`src/rtl/mem_arbiter_if.sv`:
```
// -----------------------------------------------------------------------------
// mem_arbiter_if
// One memory request channel: requester-driven enables, address and write data,
// plus memory-driven completion strobes and read data.
//   master : the side that issues requests (a host port, or the arbiter
//            facing the BlockRam)
//   slave  : the side that serves requests (the arbiter facing a host port,
//            or the BlockRam)
// Signals: read_enable, write_enable, addr[ADDR_WIDTH], write_data[DATA_WIDTH]
//          (master -> slave); read_ready, write_ready, read_data[DATA_WIDTH]
//          (slave -> master).
// -----------------------------------------------------------------------------
interface mem_arbiter_if #(
    parameter int ADDR_WIDTH = 32,
    parameter int DATA_WIDTH = 32
);
    logic                  read_enable;
    logic                  write_enable;
    logic [ADDR_WIDTH-1:0] addr;
    logic [DATA_WIDTH-1:0] write_data;
    logic                  read_ready;
    logic                  write_ready;
    logic [DATA_WIDTH-1:0] read_data;

    modport master (
        output read_enable, write_enable, addr, write_data,
        input  read_ready, write_ready, read_data
    );

    modport slave (
        input  read_enable, write_enable, addr, write_data,
        output read_ready, write_ready, read_data
    );
endinterface

```
`src/rtl/mem_arbiter.sv`:
```
// -----------------------------------------------------------------------------
// mem_arbiter
// Two-port round-robin arbiter in front of a single BlockRam port. Port 0 is
// the host, port 1 the Dijkstra engine. The owner's request is forwarded
// combinationally to the memory and the memory's completion strobes and read
// data are routed back to the owner only.
//
// Ports:
//   clock          single clock, rising edge
//   reset          asynchronous, active-high
//   p0  (slave)    host request channel
//   p1  (slave)    engine request channel
//   mem (master)   BlockRam channel
//   timeout_error  sticky grant-watchdog flag (0 when the watchdog is absent)
//   grant[1:0]     one-hot owner: 01 = port 0, 10 = port 1, 00 = none
//
// Build option: define MEM_ARBITER_TIMEOUT_EN to add the grant watchdog. An
// owner still holding an enable after TIMEOUT_CYCLES grant cycles loses the
// grant, raises timeout_error and is masked until it drops both enables.
// -----------------------------------------------------------------------------
module mem_arbiter #(
    parameter int MADDR_WIDTH    = 32,
    parameter int MDATA_WIDTH    = 32,
    parameter int TIMEOUT_CYCLES = 64
) (
    input  logic                 clock,
    input  logic                 reset,
    mem_arbiter_if.slave         p0,
    mem_arbiter_if.slave         p1,
    mem_arbiter_if.master        mem,
    output logic                 timeout_error,
    output logic [1:0]           grant
);

    // State codes double as the one-hot grant vector.
    localparam logic [1:0] ST_IDLE   = 2'b00;
    localparam logic [1:0] ST_GRANT0 = 2'b01;
    localparam logic [1:0] ST_GRANT1 = 2'b10;

    if (TIMEOUT_CYCLES < 2) begin : g_bad_timeout
        $error("mem_arbiter: TIMEOUT_CYCLES must be at least 2");
    end

    logic [1:0] state_q, state_d;
    logic       last_grant_q, last_grant_d;

    // Raw "holding an enable" per port; drives release and mask clearing.
    logic p0_active, p1_active;
    // Eligible to win arbitration.
    logic p0_req, p1_req;

    assign p0_active = p0.read_enable | p0.write_enable;
    assign p1_active = p1.read_enable | p1.write_enable;

`ifdef MEM_ARBITER_TIMEOUT_EN
    localparam int CNT_W = (TIMEOUT_CYCLES > 2) ? $clog2(TIMEOUT_CYCLES) : 1;
    localparam logic [CNT_W-1:0] CNT_LAST = CNT_W'(TIMEOUT_CYCLES - 1);

    logic [CNT_W-1:0] cnt_q, cnt_d;
    logic             mask0_q, mask0_d;
    logic             mask1_q, mask1_d;
    logic             timeout_q, timeout_d;

    assign p0_req        = p0_active & ~mask0_q;
    assign p1_req        = p1_active & ~mask1_q;
    assign timeout_error = timeout_q;
`else
    assign p0_req        = p0_active;
    assign p1_req        = p1_active;
    assign timeout_error = 1'b0;
`endif

    // -------------------------------------------------------------------------
    // Next-state logic
    // -------------------------------------------------------------------------
    always_comb begin
        // NOTE: every signal assigned here gets a default first, so no path
        // leaves one unassigned and no latch is inferred.
        state_d      = state_q;
        last_grant_d = last_grant_q;
`ifdef MEM_ARBITER_TIMEOUT_EN
        cnt_d     = cnt_q;
        timeout_d = timeout_q;
        // A mask survives only while its port keeps an enable high.
        mask0_d   = mask0_q & p0_active;
        mask1_d   = mask1_q & p1_active;
`endif
        case (state_q)
            ST_IDLE: begin
`ifdef MEM_ARBITER_TIMEOUT_EN
                cnt_d = '0;
`endif
                // On a tie, the port that did not win last time goes next.
                if (p0_req && (!p1_req || last_grant_q)) begin
                    state_d      = ST_GRANT0;
                    last_grant_d = 1'b0;
                end else if (p1_req) begin
                    state_d      = ST_GRANT1;
                    last_grant_d = 1'b1;
                end
            end
            ST_GRANT0: begin
                if (!p0_active) begin
                    state_d = ST_IDLE;
`ifdef MEM_ARBITER_TIMEOUT_EN
                end else if (cnt_q == CNT_LAST) begin
                    state_d   = ST_IDLE;
                    timeout_d = 1'b1;
                    mask0_d   = 1'b1;
                end else begin
                    cnt_d = cnt_q + 1'b1;
`endif
                end
            end
            ST_GRANT1: begin
                if (!p1_active) begin
                    state_d = ST_IDLE;
`ifdef MEM_ARBITER_TIMEOUT_EN
                end else if (cnt_q == CNT_LAST) begin
                    state_d   = ST_IDLE;
                    timeout_d = 1'b1;
                    mask1_d   = 1'b1;
                end else begin
                    cnt_d = cnt_q + 1'b1;
`endif
                end
            end
            default: state_d = ST_IDLE;
        endcase
    end

    // -------------------------------------------------------------------------
    // State registers
    // -------------------------------------------------------------------------
    // NOTE: sequential state uses non-blocking assignments so every register
    // samples pre-edge values regardless of statement order.
    always_ff @(posedge clock or posedge reset) begin
        if (reset) begin
            state_q      <= ST_IDLE;
            last_grant_q <= 1'b1;  // port 0 wins the first tie
        end else begin
            state_q      <= state_d;
            last_grant_q <= last_grant_d;
        end
    end

`ifdef MEM_ARBITER_TIMEOUT_EN
    always_ff @(posedge clock or posedge reset) begin
        if (reset) begin
            cnt_q     <= '0;
            mask0_q   <= 1'b0;
            mask1_q   <= 1'b0;
            timeout_q <= 1'b0;
        end else begin
            cnt_q     <= cnt_d;
            mask0_q   <= mask0_d;
            mask1_q   <= mask1_d;
            timeout_q <= timeout_d;
        end
    end
`endif

    // -------------------------------------------------------------------------
    // Request forwarding: owner's request to the memory, zeros when idle.
    // Write wins when an owner raises both enables.
    // -------------------------------------------------------------------------
    logic                   sel_re, sel_we;
    logic [MADDR_WIDTH-1:0] sel_addr;
    logic [MDATA_WIDTH-1:0] sel_wdata;

    always_comb begin
        sel_re    = 1'b0;
        sel_we    = 1'b0;
        sel_addr  = '0;
        sel_wdata = '0;
        case (state_q)
            ST_GRANT0: begin
                sel_we    = p0.write_enable;
                sel_re    = p0.read_enable & ~p0.write_enable;
                sel_addr  = p0.addr;
                sel_wdata = p0.write_data;
            end
            ST_GRANT1: begin
                sel_we    = p1.write_enable;
                sel_re    = p1.read_enable & ~p1.write_enable;
                sel_addr  = p1.addr;
                sel_wdata = p1.write_data;
            end
            default: ;
        endcase
    end

    assign mem.read_enable  = sel_re;
    assign mem.write_enable = sel_we;
    assign mem.addr         = sel_addr;
    assign mem.write_data   = sel_wdata;

    // -------------------------------------------------------------------------
    // Response routing: only the owner sees completions and read data.
    // -------------------------------------------------------------------------
    logic own0, own1;
    assign own0 = (state_q == ST_GRANT0);
    assign own1 = (state_q == ST_GRANT1);

    assign p0.read_ready  = own0 & mem.read_ready;
    assign p0.write_ready = own0 & mem.write_ready;
    assign p0.read_data   = own0 ? mem.read_data : '0;
    assign p1.read_ready  = own1 & mem.read_ready;
    assign p1.write_ready = own1 & mem.write_ready;
    assign p1.read_data   = own1 ? mem.read_data : '0;

    assign grant = state_q;

endmodule
```
`src/flat_wrapper.sv`:
```
// flat-port wrapper written by rule: the top's interface ports become plain ports
module mem_arbiter_flat 
#(
    parameter int MADDR_WIDTH    = 32,
    parameter int MDATA_WIDTH    = 32,
    parameter int TIMEOUT_CYCLES = 64
)
  (clock, reset, timeout_error, grant, p0_read_enable, p0_write_enable, p0_addr, p0_write_data, p0_read_ready, p0_write_ready, p0_read_data, p1_read_enable, p1_write_enable, p1_addr, p1_write_data, p1_read_ready, p1_write_ready, p1_read_data, mem_read_enable, mem_write_enable, mem_addr, mem_write_data, mem_read_ready, mem_write_ready, mem_read_data);
  mem_arbiter_if p0_i ();
  mem_arbiter_if p1_i ();
  mem_arbiter_if mem_i ();
  input  logic clock;
  input  logic reset;
  output logic timeout_error;
  output logic [1:0] grant;
  input wire logic [$bits(p0_i.read_enable)-1:0] p0_read_enable;
  input wire logic [$bits(p0_i.write_enable)-1:0] p0_write_enable;
  input wire logic [$bits(p0_i.addr)-1:0] p0_addr;
  input wire logic [$bits(p0_i.write_data)-1:0] p0_write_data;
  output wire logic [$bits(p0_i.read_ready)-1:0] p0_read_ready;
  output wire logic [$bits(p0_i.write_ready)-1:0] p0_write_ready;
  output wire logic [$bits(p0_i.read_data)-1:0] p0_read_data;
  input wire logic [$bits(p1_i.read_enable)-1:0] p1_read_enable;
  input wire logic [$bits(p1_i.write_enable)-1:0] p1_write_enable;
  input wire logic [$bits(p1_i.addr)-1:0] p1_addr;
  input wire logic [$bits(p1_i.write_data)-1:0] p1_write_data;
  output wire logic [$bits(p1_i.read_ready)-1:0] p1_read_ready;
  output wire logic [$bits(p1_i.write_ready)-1:0] p1_write_ready;
  output wire logic [$bits(p1_i.read_data)-1:0] p1_read_data;
  output wire logic [$bits(mem_i.read_enable)-1:0] mem_read_enable;
  output wire logic [$bits(mem_i.write_enable)-1:0] mem_write_enable;
  output wire logic [$bits(mem_i.addr)-1:0] mem_addr;
  output wire logic [$bits(mem_i.write_data)-1:0] mem_write_data;
  input wire logic [$bits(mem_i.read_ready)-1:0] mem_read_ready;
  input wire logic [$bits(mem_i.write_ready)-1:0] mem_write_ready;
  input wire logic [$bits(mem_i.read_data)-1:0] mem_read_data;
  assign p0_i.read_enable = p0_read_enable;
  assign p0_i.write_enable = p0_write_enable;
  assign p0_i.addr = p0_addr;
  assign p0_i.write_data = p0_write_data;
  assign p0_read_ready = p0_i.read_ready;
  assign p0_write_ready = p0_i.write_ready;
  assign p0_read_data = p0_i.read_data;
  assign p1_i.read_enable = p1_read_enable;
  assign p1_i.write_enable = p1_write_enable;
  assign p1_i.addr = p1_addr;
  assign p1_i.write_data = p1_write_data;
  assign p1_read_ready = p1_i.read_ready;
  assign p1_write_ready = p1_i.write_ready;
  assign p1_read_data = p1_i.read_data;
  assign mem_read_enable = mem_i.read_enable;
  assign mem_write_enable = mem_i.write_enable;
  assign mem_addr = mem_i.addr;
  assign mem_write_data = mem_i.write_data;
  assign mem_i.read_ready = mem_read_ready;
  assign mem_i.write_ready = mem_write_ready;
  assign mem_i.read_data = mem_read_data;
  mem_arbiter #(.MADDR_WIDTH(MADDR_WIDTH), .MDATA_WIDTH(MDATA_WIDTH), .TIMEOUT_CYCLES(TIMEOUT_CYCLES)) u_core (.clock(clock), .reset(reset), .p0(p0_i), .p1(p1_i), .mem(mem_i), .timeout_error(timeout_error), .grant(grant));
endmodule
```
`config.mk`:
```
export PLATFORM = sky130hd
export DESIGN_NAME = mem_arbiter_flat
export DESIGN_NICKNAME = d
export VERILOG_FILES = /design/src/rtl/mem_arbiter_if.sv /design/src/rtl/mem_arbiter.sv /design/src/flat_wrapper.sv
export SDC_FILE = /design/constraint.sdc
export NUM_CORES = 1
export LEC_CHECK = 0
export BUFFER_PORTS_ARGS = -buffer_cell sky130_fd_sc_hd__buf_2
export CAP_MARGIN = 30
export CELL_PAD_IN_SITES_DETAIL_PLACEMENT = 0
export CELL_PAD_IN_SITES_GLOBAL_PLACEMENT = 1
export CORE_AREA = 2 2 117 119
export DETAILED_ROUTE_END_ITERATION = 10
export DIE_AREA = 0 0 119 121
export PLACE_DENSITY_LB_ADDON = 0.1
export SLEW_MARGIN = 10
export SYNTH_ARGS = -nofsm -noshare
export SYNTH_HDL_FRONTEND = slang
export SYNTH_SLANG_ARGS = --single-unit
```
`constraint.sdc`:
```
create_clock -name clock -period 1.8 [get_ports clock]
set_input_delay 0.36 -clock clock [delete_from_list [all_inputs] [get_ports clock]]
set_output_delay 0.36 -clock clock [all_outputs]
set_load 0.1 [all_outputs]
```
==> results.toml <==
[clock_tree]
clk_latency_ns = 0.23
cts.clk_slew.worst_paths_ns = 0.03
cts_tree = "done"
cts_sinks = 3
htreeDepth = 1
cts_buffer_depth = 2
holdBufCountCts = 0
cts_buffers = 3
cts_root_buffer = "clkbuf_16"

[placed_design]
io_buffers = 303
place.gp.congestion = 0.807
dp_cells = 728
dp_slack_ns = -0.135
dpl.hpwl_um = 10300

[yosys]
syn_avg_cell_area_um2 = 6.67
syn_area_um2 = 1720
synth_cell_types = 25
yosysSeqAreaShare = 0.0445
synthCells = 257
synth_nets = 428
yosysWarnings = 0
synth-seq-cells = 3

[layout]
layout_commonest_cell = "buf_2"
drive_above_1_share = 0.937
stdcell_count = 761
nNetsFinal = 757
final_cell_mix = "buf_2, buf_12, and2_4"
syn_to_final_growth_pct = 320
diodes = 0

[pwr]
seq_power_share = 0.010
p_leak_nw = 3.10
combPwrFrac = 0.968
ir_worst_vdd_mv = 0.998
power_density_nw_per_um2 = 2210
swShare = 0.562
p_clk_frac = 0.022
internal-power_mw = 6.99
power.switching_mw = 8.96

[timing]
setup_tns_ns = -36.21
post-route-min-period_ns = 2.12
fin_skew_ns = 0.00386
period_share = 1.18
setup_ws_ns = -0.322
report.final.setup_viol = 134
slew_violations = 0
max_freq_mhz = 471
rsz0062_at_grt = "true"
hold_viol = 0

[global_routing]
grt_max_degree = 39
grt_overflow = 0
antenna_found_initial = 1
grt_pass1_vias = 3241
grt_pass1_wl_um = 18900
grt_use_total = 0.166

[critical_path]
path_cells = "ha_4 > buf_12 > clkbuf_16 > a22oi_1 > nor2b_4 > buf_12"
cp.required_ns = 1.44
worstPathArrival_ns = 1.76
cp-end-kind = "output port"
max_stage_delay_ns = 0.50
crit_family = "flip-flops"
path_common_cell = "buf_12"
critical_path_class = "reg2out"
crit_path_top_delay_cell = "dfrtp_4"
cp_max_fo = 10
crit_buf_inv = 3
cp-start-kind = "flop"

[die]
ios = 305
die-area_um2 = 14400
die_w_um = 119
core-area_um2 = 13100
die_y_um = 121
start_util = 0.131
rows = 42

[min_path]
min_path_type = "in2async"

[routing]
avgViaCountPerCell = 4.29
antenna_left = 0
wl_per_cell_um = 18.0
wl_um = 13700
drc = 0
drt_first_iter_violations = 77
vias = 3263
firstDrtPassIters = 4

[status]
violations = "setup timing"
outcome = "finished, violations left"

[run]
cap_violations = 0
[final cells by class]
class | instances | area [µm²]
clock buffer | 4 | 78.8
fill | 1119 | 5880
inverter | 4 | 20.0
multi-input combinational | 220 | 2420
sequential | 3 | 83.8
tap | 176 | 220
timing repair buffer | 354 | 4390
[registers in the layout, indices dropped and copies added, names as in the netlist]
register and count:
u_core.grant 2, u_core.last_grant_q 1
[per-stage QoR]
stage	utilization	total power [mW]	hold slack (ns)	area, µm²
2_1_floorplan	-	9.66	0.113	2600
3_3_place_gp	0.485	14.0	0.244	6350
3_5_place_dp	0.485	14.0	0.251	6350
4_1_cts	0.523	15.3	0.0166	6850
5_1_grt	0.551	16.4	0.0297	7210
6_report	0.551	15.9	0.00944	7210
[power by group through the flow]
stage	registers (mW)	clock network (mW)	logic (mW)
2_1_floorplan	0.289	0	9.37
3_3_place_gp	0.164	0	13.8
3_5_place_dp	0.164	0	13.9
4_1_cts	0.160	0.362	14.8
5_1_grt	0.164	0.365	15.9
6_report	0.159	0.356	15.4
[cell usage after synthesis, drive strengths merged]
cell type,count,area [µm²]
nand3b,1,7.51
and2,69,432
and3,1,6.26
dfrtp,2,50.1
o21a,1,7.51
or2,1,6.26
o31ai,1,7.51
nor2,2,7.51
clkbuf,15,57.6
inv,4,15.0
o2111a,1,11.3
o22a,1,8.76
nand2,2,7.51
o21ai,4,20.0
a221o,1,10.0
buf,15,88.8
a22oi,65,488
ha,3,37.5
a32o,1,10.0
conb,1,3.75
dfstp,1,26.3
nor2b,65,407
[cell families after synthesis]
| family | share of synthesized area |
|---|---|
| AND/OR/NAND/NOR | 0.509 |
| AO/OA/AOI/OAI | 0.328 |
| flip-flops | 0.0445 |
| buffers and inverters | 0.0941 |
| adder cells (fa/ha/maj) | 0.0219 |
| other | 0.00219 |
[final timing paths]
| path | start | cells past startpoint | endpoint | slack [ns] |
|---|---|---|---|---|
| max reg2reg | u_core.grant[0] | 7 | u_core.grant[0] | 0.05 |
| min in group clock | u_core.last_grant_q | 1 | u_core.last_grant_q | 0.53 |
| max | u_core.grant[0] | 6 | mem_addr[21] | -0.32 |
| min | reset | 2 | u_core.grant[0] | 0.009 |
| max in group asynchronous | reset | 2 | u_core.last_grant_q | 1.57 |
| min reg2reg | u_core.last_grant_q | 1 | u_core.last_grant_q | 0.53 |
[routing by layer]
metal  part of all wire  global-route usage  vias up
met3              0.061              0.0301       14
met4              0.013              0.0253        0
met5                  0                   0        -
li1                   -                   -     1545
met1               0.36               0.181     1556
met2               0.57               0.337      148
[worst register-to-register path: cells and delay by family, from the launching register on]
| kind | cells | cell delay (ns) |
|---|---|---|
| compound gates | 3 | 0.51 |
| flops | 1 | 0.50 |
| buf+inv | 3 | 0.38 |
| fa+ha+maj | 1 | 0.25 |
[what timing repair did]
| item | CTS | global route |
|---|---|---|
| cloned | 4 | 8 |
| setup buffers | 10 | 10 |
| pin swaps | 10 | 2 |
| resized for setup | 57 | 35 |
| endpoints found under the setup margin | 133 | 135 |
| endpoints found under the hold margin | 0 | 0 |
Power figures use the tool's default switching activity.
